===== config.mk =====
export PLATFORM = sky130hd
export DESIGN_NAME = dmem_arbiter_flat
export DESIGN_NICKNAME = d
export VERILOG_FILES = /design/src/rtl/dmem_arbiter_if.sv /design/src/rtl/dmem_arbiter.sv /design/src/flat_wrapper.sv
export SDC_FILE = /design/constraint.sdc
export NUM_CORES = 1
export LEC_CHECK = 0
export ABC_AREA = 1
export CORE_AREA = 2 2 118 120
export CTS_CLUSTER_SIZE = 25
export DETAILED_ROUTE_END_ITERATION = 6
export DIE_AREA = 0 0 120 122
export PLACE_DENSITY = 0.69
export SLEW_MARGIN = 15
export SYNTH_ARGS = -nofsm -noshare
export SYNTH_HDL_FRONTEND = slang
export SYNTH_SLANG_ARGS = --single-unit
export TNS_END_PERCENT = 1

===== constraint.sdc =====
create_clock -name clk -period 2.3 [get_ports clk]
set_input_delay 0.345 -clock clk [delete_from_list [all_inputs] [get_ports clk]]
set_output_delay 0.345 -clock clk [all_outputs]
set_load 0.01 [all_outputs]

===== src/rtl/dmem_arbiter_if.sv =====
// Data-memory arbiter bus: two requester ports
// plus the shared memory side and the grant view.
interface dmem_arbiter_if;
  logic        a_req;
  logic        a_we;
  logic        a_lock;
  logic [31:0] a_addr;
  logic [31:0] a_wdata;
  logic        a_ack;
  logic [31:0] a_rdata;
  logic        b_req;
  logic        b_we;
  logic        b_lock;
  logic [31:0] b_addr;
  logic [31:0] b_wdata;
  logic        b_ack;
  logic [31:0] b_rdata;
  logic        mem_we;
  logic [31:0] mem_addr;
  logic [31:0] mem_din;
  logic [31:0] mem_dout;
  logic [1:0]  grant;

  modport slave (
    input  a_req, a_we, a_lock, a_addr, a_wdata,
    input  b_req, b_we, b_lock, b_addr, b_wdata,
    input  mem_dout,
    output a_ack, a_rdata, b_ack, b_rdata,
    output mem_we, mem_addr, mem_din, grant
  );

  modport master (
    output a_req, a_we, a_lock, a_addr, a_wdata,
    output b_req, b_we, b_lock, b_addr, b_wdata,
    output mem_dout,
    input  a_ack, a_rdata, b_ack, b_rdata,
    input  mem_we, mem_addr, mem_din, grant
  );
endinterface


===== src/rtl/dmem_arbiter.sv =====
// Two-port data-memory arbiter: round-robin with
// bounded lock retention, one-cycle access slots.
module dmem_arbiter #(
  parameter int LOCK_MAX = 4
) (
  input logic           clk,
  input logic           rst,
  dmem_arbiter_if.slave bus
);

  localparam int CW = $clog2(LOCK_MAX + 1);
  localparam logic [CW-1:0] LMAX = CW'(LOCK_MAX);

  typedef enum logic [1:0] {
    IDLE,
    ACC_A,
    ACC_B
  } state_t;

  state_t        state;
  state_t        state_nx;
  logic          last_b;
  logic [CW-1:0] cnt;
  logic          a_elig;
  logic          b_elig;
  logic          lock_on;
  logic          hold;
  logic          win_a;

  // Arbitration, next state and memory-side outputs.
  // A pending lock keeps the owner's slot free through
  // its own ack cycle so it can win the next round.
  always_comb begin
    a_elig       = bus.a_req & ~bus.a_ack;
    b_elig       = bus.b_req & ~bus.b_ack;
    lock_on      = (cnt != '0);
    hold         = lock_on & (last_b ?
                   (bus.b_ack & a_elig) :
                   (bus.a_ack & b_elig));
    win_a        = lock_on ? ~last_b : last_b;
    state_nx     = state;
    bus.mem_we   = 1'b0;
    bus.mem_addr = '0;
    bus.mem_din  = '0;
    bus.grant    = 2'b00;
    unique case (state)
      IDLE: begin
        if (hold)
          state_nx = IDLE;
        else if (a_elig & (~b_elig | win_a))
          state_nx = ACC_A;
        else if (b_elig)
          state_nx = ACC_B;
      end
      ACC_A: begin
        state_nx     = IDLE;
        bus.mem_we   = bus.a_we & rst;
        bus.mem_addr = bus.a_addr;
        bus.mem_din  = bus.a_wdata;
        bus.grant    = 2'b01;
      end
      ACC_B: begin
        state_nx     = IDLE;
        bus.mem_we   = bus.b_we & rst;
        bus.mem_addr = bus.b_addr;
        bus.mem_din  = bus.b_wdata;
        bus.grant    = 2'b10;
      end
      default: state_nx = IDLE;
    endcase
  end

  // State register.
  always_ff @(posedge clk) begin
    if (!rst)
      state <= IDLE;
    else
      state <= state_nx;
  end

  // Completion pulses and registered read data.
  always_ff @(posedge clk) begin
    if (!rst) begin
      bus.a_ack   <= 1'b0;
      bus.b_ack   <= 1'b0;
      bus.a_rdata <= '0;
      bus.b_rdata <= '0;
    end else begin
      bus.a_ack <= (state == ACC_A);
      bus.b_ack <= (state == ACC_B);
      if (state == ACC_A && !bus.a_we)
        bus.a_rdata <= bus.mem_dout;
      if (state == ACC_B && !bus.b_we)
        bus.b_rdata <= bus.mem_dout;
    end
  end

  // Round-robin pointer and lock run counter;
  // a nonzero count means the last grantee holds the lock.
  always_ff @(posedge clk) begin
    if (!rst) begin
      last_b <= 1'b1;
      cnt    <= '0;
    end else if (state == ACC_A) begin
      last_b <= 1'b0;
      if (!bus.a_lock)
        cnt <= '0;
      else if (last_b)
        cnt <= CW'(1);
      else if (cnt < LMAX)
        cnt <= cnt + CW'(1);
      else
        cnt <= '0;
    end else if (state == ACC_B) begin
      last_b <= 1'b1;
      if (!bus.b_lock)
        cnt <= '0;
      else if (!last_b)
        cnt <= CW'(1);
      else if (cnt < LMAX)
        cnt <= cnt + CW'(1);
      else
        cnt <= '0;
    end
  end

endmodule


===== src/flat_wrapper.sv =====
// flat-port wrapper written by rule: the top's interface ports become plain ports
module dmem_arbiter_flat 
#(
  parameter int LOCK_MAX = 4
)
  (clk, rst, bus_a_req, bus_a_we, bus_a_lock, bus_a_addr, bus_a_wdata, bus_b_req, bus_b_we, bus_b_lock, bus_b_addr, bus_b_wdata, bus_mem_dout, bus_a_ack, bus_a_rdata, bus_b_ack, bus_b_rdata, bus_mem_we, bus_mem_addr, bus_mem_din, bus_grant);
  dmem_arbiter_if bus_i ();
  input logic clk;
  input logic rst;
  input wire logic [$bits(bus_i.a_req)-1:0] bus_a_req;
  input wire logic [$bits(bus_i.a_we)-1:0] bus_a_we;
  input wire logic [$bits(bus_i.a_lock)-1:0] bus_a_lock;
  input wire logic [$bits(bus_i.a_addr)-1:0] bus_a_addr;
  input wire logic [$bits(bus_i.a_wdata)-1:0] bus_a_wdata;
  input wire logic [$bits(bus_i.b_req)-1:0] bus_b_req;
  input wire logic [$bits(bus_i.b_we)-1:0] bus_b_we;
  input wire logic [$bits(bus_i.b_lock)-1:0] bus_b_lock;
  input wire logic [$bits(bus_i.b_addr)-1:0] bus_b_addr;
  input wire logic [$bits(bus_i.b_wdata)-1:0] bus_b_wdata;
  input wire logic [$bits(bus_i.mem_dout)-1:0] bus_mem_dout;
  output wire logic [$bits(bus_i.a_ack)-1:0] bus_a_ack;
  output wire logic [$bits(bus_i.a_rdata)-1:0] bus_a_rdata;
  output wire logic [$bits(bus_i.b_ack)-1:0] bus_b_ack;
  output wire logic [$bits(bus_i.b_rdata)-1:0] bus_b_rdata;
  output wire logic [$bits(bus_i.mem_we)-1:0] bus_mem_we;
  output wire logic [$bits(bus_i.mem_addr)-1:0] bus_mem_addr;
  output wire logic [$bits(bus_i.mem_din)-1:0] bus_mem_din;
  output wire logic [$bits(bus_i.grant)-1:0] bus_grant;
  assign bus_i.a_req = bus_a_req;
  assign bus_i.a_we = bus_a_we;
  assign bus_i.a_lock = bus_a_lock;
  assign bus_i.a_addr = bus_a_addr;
  assign bus_i.a_wdata = bus_a_wdata;
  assign bus_i.b_req = bus_b_req;
  assign bus_i.b_we = bus_b_we;
  assign bus_i.b_lock = bus_b_lock;
  assign bus_i.b_addr = bus_b_addr;
  assign bus_i.b_wdata = bus_b_wdata;
  assign bus_i.mem_dout = bus_mem_dout;
  assign bus_a_ack = bus_i.a_ack;
  assign bus_a_rdata = bus_i.a_rdata;
  assign bus_b_ack = bus_i.b_ack;
  assign bus_b_rdata = bus_i.b_rdata;
  assign bus_mem_we = bus_i.mem_we;
  assign bus_mem_addr = bus_i.mem_addr;
  assign bus_mem_din = bus_i.mem_din;
  assign bus_grant = bus_i.grant;
  dmem_arbiter #(.LOCK_MAX(LOCK_MAX)) u_core (.clk(clk), .rst(rst), .bus(bus_i));
endmodule

# == After elaboration in Yosys (flattened, before gate mapping) ==
# Cells that the tools add are included.
# totals
ff_bits,72
word_cells,54
# classes
add_sub_neg,1
magnitude_cmp,1
n_eq_ne,2
n_mux,17
bitwise,15
n_reduce_logical,10
# ops
op,n
32-bit one-hot mux with 2 select lines,2
3-bit 2-to-1 mux,7
1-bit bitwise AND,8
1-bit 2-to-1 mux,6
1-bit NOT,6
2-bit one-hot mux with 2 select lines,1
2-bit nonzero test,2
4-bit OR reduction,1
3-bit by 1-bit adder with 3-bit output (second input constant),1
3-bit less-than comparator (second input constant),1
3-bit nonzero test,1
3-bit OR reduction,1
2-bit by 1-bit == test with 1-bit output (second input constant),1
2-bit == test (second input constant),1
1-bit logical AND,2
1-bit zero test,2
2-bit zero test,1
1-bit one-hot mux with 2 select lines,1
1-bit OR,1

# == Depth between registers and ports, before layout ==
# Gate-level depths: netlist of the first run.
# logic_depth
word_depth,6
ltp_mapped,8
ltp_nobuf,8

# == Worst setup path after synthesis of the first run ==
# No wires, ideal clock.
# synth_timing
kind,register to output
startpoint,register u_core.state[0]
endpoint,output port bus_mem_addr[2]
t_arrival_ns,1.361
required_time_ns,1.955
path_slack_ns,0.594
stages_incl_launch_ff,7
path_cell_list,dfxtp_1 > inv_1 > ha_1 > inv_1 > buf_2 > buf_2 > a21oi_1
# synth_between
elab_chain_cells,2
word_cells_on_any_way,3
# synth_rtl
item,line,source
from (decl),dmem_arbiter.sv:20,state_t state;
from (signal assigned),dmem_arbiter.sv:78,state <= state_nx;
2-bit == test / 2-bit by 1-bit == test with 1-bit output (equally long branches),dmem_arbiter.sv:46,unique case (state)
32-bit one-hot mux with 2 select lines (*),dmem_arbiter.sv:46,
to (decl),flat_wrapper.sv:26,output wire logic [$bits(bus_i.mem_addr)-1:0] bus_mem_addr;
# Every way passes the cells marked *; elsewhere a longest branch is shown, timed or not.

# == Worst setup path after layout of the first run ==
# layout_timing
startpoint,register u_core.state[0]
endpoint,output port bus_mem_addr[4]
# The elaborated chain is that of the path after synthesis.

==> results.tsv, run 1 <==
stage	metric	value	unit
outcome	status	complete, no violations	
synth	Post-Synthesis Cell Area	3610	um2
route	DR vias	4716	
floorplanning	die width	120	um
sta	crit path time final	2.18	ns
grt	gr usage total	21.2	%
sta	part of the cycle the worst path needs	95.0	%
clock_tree	Num CTS Buffers	9	
clock_tree	buffer levels on the longest clock path	2	
clock_tree	root buf cell	clkbuf_16	
job	Max-Cap Viols	0	
setup_path	CP Max Fanout	42	
grt	met2 Usage GRT	33.9	%
grt	grt met3 use	9.04	%
finish	post-layout util	52.7	%
setup_path	crit path kind	reg -> out	
setup_path	crit path DAT	1.84	ns
grt	vias in the first global route	4398	
synth	share of the synthesized area in the top cell type	39.9	%
finish	Final nets	1031	
floorplanning	Core Area	13500	um2
grt	initial antenna violation count	2	
synth	Mapped Avg Cell Area	6.33	um2
setup_path	Critical path origin	u_core.state[0]	
grt	Overflow after GRT	0	
clock_tree	Reg clk slew, reported paths	0.06	ns
finish	fraction of layout cells with a size suffix above 1	4.64	%
finish	P&R area growth vs syn	97.3	%
synth	ranking of synthesized cells by area	dfxtp_1 (40%), nand2_1 (15%), nor2_1 (14%)	
finish	most common cell after layout, fill and taps aside	clkdlybuf4s50_1	
route	ANT nets after route	0	
setup_path	crit path launch type	flip-flop	
sta	Max Fclk	0.458	GHz
grt	gr busiest metal	met2	
grt	largest net degree at the start of global routing	69	
floorplanning	I/O pins	301	
route	iteration-0 DRC count of the detailed router	273	
finish	design area	7120	um2
sta	slew margin rel.	59.3	%
placed_design	pre-CTS WS	0.194	ns
finish	Fillers	1375	
synth	synthesized net count	744	
sta	Tightest Pin Transition	0.611	ns
route	Total Wirelength	16.5	mm
sta	setup TNS	0	ns
floorplanning	DIE HEIGHT	122	um
route	first drt pass iteration count	4	
setup_path	worst path required time	1.96	ns
synth	Synth Instances	570	
grt	GR Util met1	25.3	%
synth	Yosys reg bits	72	
pwr	Pleak	3.24	nW
placed_design	GPL Wtd Cong	0.888	
min_path	Hold Crit Class	reg -> reg	
floorplanning	die area	14600	um2
sta	Final Setup Violations	0	
placed_design	IO Port Bufs	300	
clock_tree	htree depth	3	
clock_tree	Clock Latency Late Sink	0.33	ns
sta	Fin. Hold Viols	0	
synth	Synth warnings	0	
setup_path	Critical Path Sink Type	output pin	
floorplanning	# rows	43	
grt	first-pass GRT wire length	24.4	mm
route	vias per cell	4.52	
setup_path	Reg-to-Reg Start	u_core.state[0]	
pwr	PD cells	572	nW/um2
min_path	Hold Path Origin	u_core.cnt[1]	
placed_design	HPWL after DPL	12.2	mm
route	per-cell routed wire length	15.9	um
sta	Worst Slack Setup Final	0.115	ns
synth	sequential cell area fraction in the yosys report	39.9	%
pwr	Worst VDD drop	0.392	mV
synth	synth unique cells	19	
sta	Slew Viols, Final	0	
route	DR DRC count	0	
placed_design	placed cell area	6800	um2
clock_tree	CTS tree	yes	
clock_tree	hold_buf cts	0	
sta	Setup Skew	0.00434	ns
finish	most frequent cells in the layout	clkdlybuf4s50_1 (234), nand2_1 (147), nor2_1 (132)	
synth	Synth area leader	dfxtp_1	
floorplanning	initial core utilization	26.7	%
sta	RSZ-0062 raised after global routing	no	
clock_tree	clock sinks	72	
-- routing by layer --
layer / wire [um] / vias to the layer above
li1: - / 2391
met1: 6770 / 2082
met2: 7510 / 214
met3: 1810 / 29
met4: 454 / 0
met5: 0 / -
-- state kept, by name (all words and copies together), names as in the netlist --
| name | flops |
|---|---|
| u_core.bus.a_rdata | 32 |
| u_core.bus.b_rdata | 32 |
| u_core.cnt | 3 |
| u_core.state | 2 |
| u_core.bus.a_ack | 1 |
| u_core.bus.b_ack | 1 |
| u_core.last_b | 1 |
-- cells in the mapped netlist, drive strengths merged --
library cell,instances
o21ai,67
nand4,1
o21bai,1
inv,22
dfxtp,72
nand3,8
nand2,147
nor2,134
ha,6
clkbuf,15
a21oi,71
buf,25
nor3,1
-- stage by stage --
step / power [mW] / hold slack [ns] / instances
3_5_place_dp: 2.77 / 0.486 / 1025
6_report: 4.07 / 0.502 / 1044
5_1_grt: 4.29 / 0.526 / 1043
2_1_floorplan: 1.97 / 0.461 / 570
4_1_cts: 4.09 / 0.498 / 1041
3_3_place_gp: 2.77 / 0.475 / 1025
-- path summary, 6_finish.rpt --
kind / to / cells past startpoint / slack (ns)
setup / recovery: bus_mem_addr[4] / 6 / 0.12
hold / removal: u_core.cnt[1] / 2 / 0.50
setup reg to reg: u_core.bus.b_rdata[28] / 9 / 0.43
hold reg to reg: u_core.cnt[1] / 2 / 0.50
-- worst max-delay path: stages (launching register included) --
cell and delay (ns):
dfxtp_2 0.38, inv_1 0.08, ha_1 0.31, inv_2 0.07, buf_12 0.17, a21oi_1 0.19
dlygate4sd2_1 0.30
-- kinds of logic (layout without fill, tap and decap cells) --
family	after synthesis	in the layout	synth area share (%)
buffers and inverters	62	354	7.70
other	0	2	0
AOI/OAI and AO/OA	139	139	19.3
and+or+nand+nor	291	291	30.9
DFF	72	72	39.9
adders and majority gates	6	6	2.08
-- where the power goes --
group,internal [mW],switching (mW)
clock,0.818,0.519
combinational,0.686,0.640
sequential,1.35,0.0574
total,2.85,1.22
-- timing repair --
action                                  CTS  global route
endpoints found under the setup margin   65            16
setup buffers                             0             0
gates resized for setup                  51            18
gates cloned                              0             1
pin swaps                                 0             0
-- area by class of cell --
| cell class | count | area [um2] | area share (%) |
|---|---|---|---|
| Multi-Input combinational cell | 436 | 1900 | 26.8 |
| Inverter | 22 | 82.6 | 1.16 |
| Tap cell | 180 | 225 | 3.16 |
| Clock buffer | 14 | 274 | 3.85 |
| Antenna cell | 2 | 5.00 | 0.0703 |
| Timing Repair Buffer | 316 | 3170 | 44.6 |
| Clock inverter | 2 | 12.5 | 0.176 |
| Sequential cell | 72 | 1440 | 20.3 |
No activity file was read; power rests on OpenSTA's default activity.
==> run 2: changes to the inputs <==
--- a/config.mk
+++ b/config.mk
@@ -6,11 +6,13 @@
 export NUM_CORES = 1
 export LEC_CHECK = 0
 export ABC_AREA = 1
-export CORE_AREA = 2 2 118 120
+export CELL_PAD_IN_SITES_DETAIL_PLACEMENT = 0
+export CELL_PAD_IN_SITES_GLOBAL_PLACEMENT = 1
+export CORE_AREA = 3 3 152 117
 export CTS_CLUSTER_SIZE = 25
 export DETAILED_ROUTE_END_ITERATION = 6
-export DIE_AREA = 0 0 120 122
-export PLACE_DENSITY = 0.69
+export DIE_AREA = 0 0 155 120
+export PLACE_DENSITY_LB_ADDON = 0.1
 export SLEW_MARGIN = 15
 export SYNTH_ARGS = -nofsm -noshare
 export SYNTH_HDL_FRONTEND = slang
==> run 2 against run 1 <==
Net effect:
- setup slack gained 0.021 ns
- critical path type unchanged
- cell area grew 2.7%
- wire length shrank 2.6%
- count of clock-buffer cells in the layout shrank 4
- sequential cell count is the same
- sequential power is essentially flat
- first-iteration DRC count shrank 15%
- utilization shrank 8.6 points
==> results.tsv, run 2 (synthesized netlist as in run 1, its figures left out) <==
stage	metric	value	unit	change
grt	largest net degree at the start of global routing	69		unchanged
finish	biggest regs	u_core.bus.a_rdata: 32 flops, u_core.bus.b_rdata: 32 flops, u_core.cnt: 3 flops		unchanged
job	Max-Cap Viols	0		unchanged
clock_tree	Reg clk slew, reported paths	0.06	ns	about the same
placed_design	HPWL after DPL	11.9	mm	was 12.2 mm
floorplanning	Core Area	16600	um2	was 13500 um2
setup_path	CP Max Fanout	28		was 42
finish	most frequent cells in the layout	clkdlybuf4s50_1 (234), nand2_1 (147), nor2_1 (132)		unchanged
route	first drt pass iteration count	4		unchanged
grt	initial antenna violation count	1		was 2
clock_tree	root buf cell	clkbuf_16		unchanged
sta	crit path time final	2.16	ns	was 2.18 ns
finish	design area	7310	um2	was 7120 um2
finish	most common cell after layout, fill and taps aside	clkdlybuf4s50_1		unchanged
finish	P&R area growth vs syn	103	%	was 97.3%
sta	setup TNS	0	ns	unchanged
grt	GR Util met1	20.1	%	was 25.3%
route	iteration-0 DRC count of the detailed router	233		was 273
clock_tree	Post-CTS Setup Bufs	0		unchanged
pwr	Overall Power	4.13	mW	was 4.07 mW
pwr	PD cells	565	nW/um2	was 572 nW/um2
setup_path	crit path launch type	flip-flop		unchanged
floorplanning	# rows	41		was 43
floorplanning	die area	18600	um2	was 14600 um2
finish	fraction of layout cells with a size suffix above 1	5.00	%	was 4.64%
finish	diodes inserted	0		was 2
sta	Fin. Hold Viols	0		unchanged
grt	Overflow after GRT	0		unchanged
clock_tree	hold_buf cts	0		unchanged
floorplanning	initial core utilization	21.8	%	was 26.7%
setup_path	Worst path top cell family by delay	buffers and inverters		unchanged
clock_tree	buffer levels on the longest clock path	2		unchanged
route	per-cell routed wire length	15.0	um	was 15.9 um
sta	Tightest Pin Transition	0.649	ns	was 0.611 ns
finish	Final nets	1029		was 1031
placed_design	IO Port Bufs	300		unchanged
setup_path	worst path required time	1.96	ns	about the same
floorplanning	die width	155	um	was 120 um
placed_design	placed instance count	1058		was 1025
clock_tree	Num CTS Buffers	9		unchanged
outcome	status	complete, no violations		unchanged
placed_design	GPL Wtd Cong	0.928		was 0.888
route	DR DRC count	0		unchanged
clock_tree	clock sinks	72		unchanged
setup_path	crit path DAT	1.82	ns	was 1.84 ns
grt	vias in the first global route	4566		was 4398
floorplanning	I/O pins	301		unchanged
setup_path	critical path's largest stage delay	0.38	ns	about the same
sta	RSZ-0062 raised after global routing	yes		was no
route	DR vias	4616		was 4716
setup_path	worst path buffer plus inverter count	4		unchanged
setup_path	Critical Path Sink Type	output pin		unchanged
grt	gr usage total	16.2	%	was 21.2%
grt	grt met3 use	5.70	%	was 9.04%
finish	Non-Filler Instances	1075		was 1044
pwr	Pleak	3.71	nW	was 3.24 nW
sta	part of the cycle the worst path needs	94.1	%	was 95.0%
sta	Max Fclk	0.462	GHz	was 0.458 GHz
sta	slew margin rel.	56.7	%	was 59.3%
clock_tree	Clock Latency Late Sink	0.33	ns	about the same
sta	Final Setup Violations	0		unchanged
clock_tree	CTS tree	yes		unchanged
grt	gr busiest metal	met2		unchanged
route	vias per cell	4.29		was 4.52
floorplanning	DIE HEIGHT	120	um	was 122 um
sta	Setup Skew	0.00439	ns	was 0.00434 ns
route	Total Wirelength	16.1	mm	was 16.5 mm
grt	first-pass GRT wire length	24.5	mm	was 24.4 mm
min_path	Hold Crit Class	reg -> reg		unchanged
clock_tree	htree depth	3		unchanged
setup_path	crit-path cells	inv_1 -> ha_4 -> inv_2 -> buf_12 -> a21oi_1 -> dlygate4sd2_1		was inv_1 -> ha_1 -> inv_2 -> buf_12 -> a21oi_1 -> dlygate4sd2_1
pwr	Worst VDD drop	0.355	mV	was 0.392 mV
route	ANT nets after route	0		unchanged
setup_path	Critical-path top delay cell	dfxtp_2		unchanged
sta	Slew Viols, Final	0		unchanged
grt	met2 Usage GRT	27.6	%	was 33.9%
setup_path	crit path kind	reg -> out		unchanged
placed_design	placed cell area	6830	um2	was 6800 um2
run 2: tightest hold or removal path: cells and delay by family, from the launching register on:
| family | cells | cell delay [ns] |
|---|---|---|
| AND/OR/NAND/NOR | 1 | 0.07 |
| AO/OA/AOI/OAI | 1 | 0.07 |
| flip-flops | 1 | 0.33 |
run 2: metrics by stage:
| stage | worst slack [ns] | util, % | hold slack [ns] |
|---|---|---|---|
| floorplan | 0.594 | - | 0.461 |
| global placement | 0.151 | 41.2 | 0.472 |
| detailed placement | 0.118 | 41.2 | 0.486 |
| CTS | -0.224 | 42.9 | 0.505 |
| global route | -0.00633 | 44.1 | 0.533 |
| finish | 0.137 | 44.1 | 0.501 |
run 2: layout make-up:
class | instances | area, um2
repair buffers | 314 | 3290
inverters | 22 | 82.6
clock inverters | 6 | 68.8
well taps | 215 | 269
flip-flops and latches | 72 | 1440
fillers | 1665 | 9260
multi-input cells | 436 | 1930
clock buffers | 10 | 229
run 2: routing by layer:
| metal | routed length, um | up-vias |
|---|---|---|
| met4 | 104 | 2 |
| met3 | 1350 | 11 |
| met1 | 6900 | 2040 |
| met5 | 12 | - |
| met2 | 7750 | 179 |
| li1 | - | 2384 |
run 2: path summary, 6_finish.rpt:
| kind | slack [ns] | startpoint | cells after the start | to |
|---|---|---|---|---|
| hold reg to reg | 0.50 | u_core.bus.a_rdata[14] | 2 | u_core.bus.a_rdata[14] |
| hold / removal | 0.50 | u_core.bus.a_rdata[14] | 2 | u_core.bus.a_rdata[14] |
| setup reg to reg | 0.23 | u_core.state[0] | 10 | u_core.bus.b_rdata[19] |
| setup / recovery | 0.14 | u_core.state[0] | 6 | bus_mem_din[23] |
run 2: power by group:
group | leakage (nW) | switching, mW | internal, mW
clock network | 0.131 | 0.552 | 0.844
registers | 0.586 | 0.0593 | 1.35
logic | 3.00 | 0.632 | 0.700
total | 3.71 | 1.24 | 2.89
run 2: timing repair:
| item | in CTS | in global routing |
|---|---|---|
| endpoints found under the setup margin | 65 | 75 |
| cloned | 0 | 1 |
| resized for setup | 13 | 63 |
| pin swaps | 0 | 1 |
==> run 3: changes to the inputs <==
--- a/config.mk
+++ b/config.mk
@@ -6,6 +6,7 @@
 export NUM_CORES = 1
 export LEC_CHECK = 0
 export ABC_AREA = 1
+export ABC_CLOCK_PERIOD_IN_PS = 2300
 export CELL_PAD_IN_SITES_DETAIL_PLACEMENT = 0
 export CELL_PAD_IN_SITES_GLOBAL_PLACEMENT = 1
 export CORE_AREA = 3 3 152 117
==> results of run 3 <==
The final DEF is identical to that of run 2; final timing and power are the same.
